<file path="config.mk">
export PLATFORM = sky130hd
export DESIGN_NAME = subtractor_nbit_seq
export DESIGN_NICKNAME = d
export VERILOG_FILES = /design/src/rtl/subtractor_nbit_seq_pkg.sv /design/src/rtl/subtractor_digit.sv /design/src/rtl/subtractor_nbit_seq.sv
export SDC_FILE = /design/constraint.sdc
export NUM_CORES = 1
export LEC_CHECK = 0
export BUFFER_PORTS_ARGS = -buffer_cell sky130_fd_sc_hd__buf_2
export CORE_ASPECT_RATIO = 0.8
export CORE_UTILIZATION = 30
export CTS_CLUSTER_DIAMETER = 30
export CTS_CLUSTER_SIZE = 24
export DETAILED_ROUTE_END_ITERATION = 12
export GPL_ROUTABILITY_DRIVEN = 0
export MAX_ROUTING_LAYER = met4
export PLACE_DENSITY = 0.6
export RECOVER_POWER = 100
export SLEW_MARGIN = 20
export SYNTH_ARGS = -nofsm -noshare
export SYNTH_HDL_FRONTEND = slang
export SYNTH_SLANG_ARGS = --single-unit
</file>
<file path="constraint.sdc">
create_clock -name clk -period 2.7 [get_ports clk]
set_input_delay 0.135 -clock clk [delete_from_list [all_inputs] [get_ports clk]]
set_output_delay 0.135 -clock clk [all_outputs]
set_load 0.005 [all_outputs]
</file>
<file path="src/rtl/subtractor_nbit_seq_pkg.sv">
// Shared types and helpers for the digit-serial subtractor.
package sub_pkg;

  typedef enum logic [1:0] {
    IDLE = 2'd0,
    CALC = 2'd1,
    DONE = 2'd2
  } state_e;

  // Counter width for NDIG digits; never narrower than one bit.
  function automatic int cnt_width(input int ndig);
    return (ndig <= 1) ? 1 : $clog2(ndig);
  endfunction

endpackage

</file>
<file path="src/rtl/subtractor_digit.sv">
// One W-bit digit of subtraction: {bo, diff} = x - y - bi.
module subtractor_digit #(
  parameter int W = 2
) (
  input  logic [W-1:0] x,
  input  logic [W-1:0] y,
  input  logic         bi,
  output logic [W-1:0] diff,
  output logic         bo
);

  // One extra bit catches the wrap-around, which is exactly the borrow.
  assign {bo, diff} = {1'b0, x} - {1'b0, y} - {{W{1'b0}}, bi};

endmodule

</file>
<file path="src/rtl/subtractor_nbit_seq.sv">
// Digit-serial N-bit subtractor: W bits per clock, LSB digit first, borrow
// rippled through a register; valid/ready on both operand and result sides.
module subtractor_nbit_seq
  import sub_pkg::*;
#(
  parameter int N = 8,
  parameter int W = 2
) (
  input  logic         clk,
  input  logic         reset,
  input  logic         in_valid,
  output logic         in_ready,
  input  logic [N-1:0] a,
  input  logic [N-1:0] b,
  input  logic         bin,
  output logic         out_valid,
  input  logic         out_ready,
  output logic [N-1:0] d,
  output logic         bout
);

  localparam int NDIG = N / W;
  localparam int CW   = cnt_width(NDIG);

  if (W < 1 || W > N || (N % W) != 0) begin : g_bad_params
    $error("subtractor_nbit_seq: W must be in 1..N and divide N");
  end

  state_e         state_q, state_d;
  logic [N-1:0]   a_q, a_d;
  logic [N-1:0]   b_q, b_d;
  logic           borrow_q, borrow_d;
  logic [CW-1:0]  cnt_q, cnt_d;
  logic [N-1:0]   d_q, d_d;
  logic           bout_q, bout_d;

  logic [W-1:0]   dig_diff;
  logic           dig_bo;

  subtractor_digit #(.W(W)) u_digit (
    .x    (a_q[W-1:0]),
    .y    (b_q[W-1:0]),
    .bi   (borrow_q),
    .diff (dig_diff),
    .bo   (dig_bo)
  );

  always_ff @(posedge clk or posedge reset) begin
    if (reset) begin
      state_q  <= IDLE;
      a_q      <= '0;
      b_q      <= '0;
      borrow_q <= 1'b0;
      cnt_q    <= '0;
      d_q      <= '0;
      bout_q   <= 1'b0;
    end else begin
      state_q  <= state_d;
      a_q      <= a_d;
      b_q      <= b_d;
      borrow_q <= borrow_d;
      cnt_q    <= cnt_d;
      d_q      <= d_d;
      bout_q   <= bout_d;
    end
  end

  always_comb begin
    state_d  = state_q;
    a_d      = a_q;
    b_d      = b_q;
    borrow_d = borrow_q;
    cnt_d    = cnt_q;
    d_d      = d_q;
    bout_d   = bout_q;

    case (state_q)
      IDLE: begin
        if (in_valid) begin
          a_d      = a;
          b_d      = b;
          borrow_d = bin;
          cnt_d    = '0;
          d_d      = '0;
          state_d  = CALC;
        end
      end
      CALC: begin
        a_d      = a_q >> W;
        b_d      = b_q >> W;
        borrow_d = dig_bo;
        cnt_d    = cnt_q + CW'(1);
        // Digits land in place so d never shows a shifted partial result.
        for (int i = 0; i < NDIG; i++) begin
          if (cnt_q == CW'(i)) d_d[i*W +: W] = dig_diff;
        end
        if (cnt_q == CW'(NDIG - 1)) begin
          bout_d  = dig_bo;
          state_d = DONE;
        end
      end
      DONE: begin
        if (out_ready) state_d = IDLE;
      end
      default: state_d = IDLE;
    endcase
  end

  assign in_ready  = (state_q == IDLE);
  assign out_valid = (state_q == DONE);
  assign d         = d_q;
  assign bout      = bout_q;

endmodule
</file>
Yosys cells after proc, flatten, opt, wreduce, memory -nomap -nowiden
Cells that the tools add are included.
Operators by class
  reduce and logical (&&, ||, !) cells: 10
  $add $sub $neg: 3
  equal/unequal tests: 11
  mux-type cells: 18
Operators with widths (count)
  $pmux W8 S2: 3
  $mux W8: 3
  $mux W2: 8
  $reduce_and A3 Y1: 5
  $ne A2 B2 Y1 const B: 5
  $eq A2 B2 Y1 const B: 3
  $pmux W2 S3: 1
  $eq A2 B1 Y1 const B: 2
  $logic_not A2 Y1: 2
  $pmux W2 S2: 1
  $reduce_and A2 Y1: 2
  $sub A2 B2 Y3: 1
  $sub A3 B1 Y3: 1
  $add A2 B1 Y2 const B: 1
  $ne A2 B1 Y1 const B: 1
  $pmux W1 S2: 1
  $reduce_bool A2 Y1: 1
  $mux W1: 1
Storage, ports and cells
  bits of input ports: 21
  output and inout port bits: 11
  bits in registers: 30
  logic and storage cells: 52

Logic depth before layout (Yosys ltp)
  depth after elaboration: 4
  gate-level depth with buffers: 8

Hierarchy
From an unflattened synthesis, not the netlist that was laid out.
Unflattened totals
  cell total of the unflattened synthesis: 142
  area, all modules: 1589.0 um2
Modules (own cells, without submodules)
  subtractor_nbit_seq: cells an instance 134, sequential area each 750.7 um2, area each 1526.5 um2, times used 1
  subtractor_digit: cells an instance 8, sequential area each 0.0 um2, area each 62.6 um2, times used 1

Least setup slack after synthesis
OpenSTA, ideal clock, no wires.
  path kind: register -> register
  from: reg a_q[0]
  to: reg d_q[1], in the netlist d[1]
  slack: 0.788 ns
  stages on the path, launching flop included: 7
  period minus slack after synthesis: 1.912 ns
  arrival time: 1.834 ns
  path through: dfrtp_1 > fa_1 > inv_1 > ha_1 > nor2_1 > fa_1 > o2bb2ai_1
On the way
  longest elaborated chain between the ends: 4
Ends and longest elaborated chain
  start, declared: line subtractor_nbit_seq.sv:30  | logic [N-1:0] a_q, a_d;
  start signal, assigned: line subtractor_nbit_seq.sv:51  | a_q <= '0;
  start signal, assigned: line subtractor_nbit_seq.sv:59  | a_q <= a_d;
  $sub A2 B2 Y3: line subtractor_digit.sv:13  | assign {bo, diff} = {1'b0, x} - {1'b0, y} - {{W{1'b0}}, bi};
  $sub A3 B1 Y3: line subtractor_digit.sv:13
  $mux W2: line subtractor_nbit_seq.sv:95  | if (cnt_q == CW'(i)) d_d[i*W +: W] = dig_diff;
  $pmux W8 S2: line subtractor_nbit_seq.sv:77  | case (state_q)
  end signal, assigned: line subtractor_nbit_seq.sv:55  | d_q <= '0;
  end signal, assigned: line subtractor_nbit_seq.sv:63  | d_q <= d_d;
  end, declared: line subtractor_nbit_seq.sv:34  | logic [N-1:0] d_q, d_d;
Every way passes these cells. The select of a mux whose other input is x is not followed.
A chain may end at the register's enable or synchronous reset.

Worst setup path after layout
  from: reg a_q[0]
  to: reg d_q[3], in the netlist d[3]
Same word-level chain as after synthesis.

==> results by group <==
Layout
  – Diodes inserted: 0
  – Most common cell after layout, fill and taps aside: dfrtp_1
  – Non-filler cells, final: 220
  – Layout cells sized above 1: 0.2563
  – Nets@finish: 188
  – Most frequent cells in the layout: dfrtp_1, buf_2, nand2_1, o21ai_0, mux2i_1
  – Fin util: 0.3731
  – Area growth, synth to finish: 18.04%
  – Final non-filler cell area: 0.001735 mm^2

Detailed routing
  – Routed wire length: 2808 um
  – Vias/cell: 4.655
  – DRC viols: 0
  – Routed len/inst: 12.76 um
  – Post-route ant nets: 0
  – Detailed Routing Iterations Pass 1: 4
  – Detailed Route Iter0 Violations: 29
  – Via Count: 1024

Synth
  – Post-Syn Nets: 154
  – Netlist Area Pre-Place: 0.001470 mm^2
  – Mean Syn Cell Area: 11.76 um^2
  – Number of unique standard cell types used by synthesis: 25
  – Flops & latches, synth: 30
  – Post-Syn Instances: 125
  – Ys Warns: 0
  – Sequential-to-total area share from yosys stat: 0.5106

Timing
  – Worst-margin pin slew: 1.131 ns
  – Fin crit share: 0.7532
  – Final worst-path setup slack: 0.6664 ns
  – Final setup fails: 0
  – Fin crit period: 2.034 ns
  – Fin. max-slew vios: 0
  – Hold Slack: 0.07138 ns
  – Fin Clk Skew: 0.005307 ns
  – Final hold vios: 0
  – Setup TNS: 0 ns
  – Achievable frequency: 491.7 MHz
  – Slew margin rel.: 0.2441
  – RSZ-0062 raised after global routing: no

CTS
  – Max H-tree Level: 2
  – TritonCTS Sinks: 30
  – Clock slew at reported path FFs: 0.07 ns
  – CTS max path bufs: 2
  – Number of setup buffers added after CTS: 0
  – Worst-Skew Late Latency: 0.28 ns
  – CTS Buf Count: 5
  – Clk root buf: clkbuf_8
  – TritonCTS clock tree: yes

Floorplan
  – FP Rows: 22
  – Width of the die: 80.27 um
  – Die ar.: 0.005186 mm^2
  – I/O pins: 32
  – Area of the core: 0.004652 mm^2
  – Initial Util: 0.3160
  – Die height: 64.62 um

Power
  – P_leak: 0.8662 nW
  – Total power: 2.152 mW
  – Pwr/cell area: 1240 mW/mm^2
  – VDD IR max: 0.4439 mV

Global route
  – Antenna violations before repair: 0
  – Gr busiest metal: met2
  – Met1 Resource Use GR: 0.1574
  – Grt met3 use: 0.04085
  – GRT met2 Usage: 0.2051
  – Vias in the first global route: 1080
  – Total gr overflow: 0
  – Pin count of the biggest net entering global routing: 33
  – First-pass GRT wire length: 4871 um
  – GRT Total Usage: 0.1284

Placed design
  – Cells after DPL: 211
  – Final HPWL DP: 2051 um
  – Post-Place Cell Area: 0.001645 mm^2
  – Dpl ws: 0.6528 ns
  – Port Buffers: 31

Setup path
  – FF-to-FF setup slack: 0.67 ns
  – WP data required: 2.90 ns
  – Crit path arrival time: 2.23 ns
  – Crit path max fanout: 4
  – CP endpoint kind: flip-flop
  – Setup CP Type: flip-flop to flip-flop
  – Worst setup SP type: flip-flop

Worst hold path
  – Hold WC Path Type: input pin to flip-flop

Run
  – # Max-Cap Violations: 0

Outcome
  – Status: completed
worst max-delay path: stages, from the launching register on:
cell and delay, ns:
dfrtp_1 0.40, fa_1 0.56, inv_1 0.05, ha_1 0.17, nor2_1 0.13, fa_1 0.49, o2bb2ai_1 0.15
timing repair:
item	in CTS	in global routing
resized for setup	0	0
hold buffers	0	1
hold endpoints to repair	0	25
setup endpoints to repair	0	0
cells in the mapped netlist:
cell,n,area (um^2)
dfrtp_1,30,750.7
nand2_1,18,67.56
mux2i_1,13,130.1
o21ai_0,12,60.06
inv_1,7,26.28
ha_1,6,75.07
a22o_1,5,43.79
a21oi_1,4,20.02
a32o_1,4,40.04
o2bb2ai_1,4,35.03
buf_6,3,33.78
fa_1,2,40.04
nand2b_1,2,12.51
nor2_1,2,7.510
o21ai_1,2,10.01
o21bai_1,2,15.01
and2b_2,1,8.760
buf_12,1,20.02
buf_2,1,5.000
buf_4,1,7.510
mux2_4,1,15.01
nand2_4,1,11.26
nor2b_4,1,13.76
nor3b_2,1,12.51
xor2_1,1,8.760
flip-flops by register name (all words and copies together) (netlist names):
| register | flops |
|---|---|
| a_q | 8 |
| b_q | 8 |
| borrow_q | 1 |
| bout | 1 |
| cnt_q | 2 |
| d | 8 |
| state_q | 2 |
power breakdown:
group	total [mW]	internal (mW)	switching, mW
clock	0.379	0.205	0.174
combinational	0.994	0.436	0.558
sequential	0.779	0.645	0.135
kinds of logic after synthesis:
logic type	count (synthesis)	share of synthesized area
adder cells (fa/ha/maj)	8	0.07830
multiplexers	14	0.09872
XOR/XNOR	1	0.005959
AND/OR/NAND/NOR	26	0.09106
flip-flops	30	0.5106
buffers and inverters	13	0.06298
AO/OA/AOI/OAI	33	0.1523
routing by layer:
metal  wire, um  up-vias
met4         19        0
met3        138        2
li1           -      498
met1       1333      499
met2       1316       25
met5          0        -
cell type report:
cell class | count | area [um^2]
repair buffers | 33 | 166.4
clock inverters | 2 | 12.51
fillers | 470 | 2917
flip-flops and latches | 30 | 750.7
inverters | 7 | 26.28
multi-input cells | 82 | 621.8
clock buffers | 6 | 82.58
well taps | 60 | 75.07
path summary, 6_finish.rpt:
| check | cells after the start | from | to |
|---|---|---|---|
| hold reg to reg | 2 | b_q[3] | b_q[3] |
| max in group asynchronous | 3 | reset | d[3] |
| setup reg to reg | 6 | a_q[0] | d[3] |
| hold / removal | 2 | a[7] | a_q[7] |
| min in group asynchronous | 3 | reset | b_q[5] |
| setup / recovery | 6 | a_q[0] | d[3] |
Note: power is estimated with default switching activity, not from simulation.
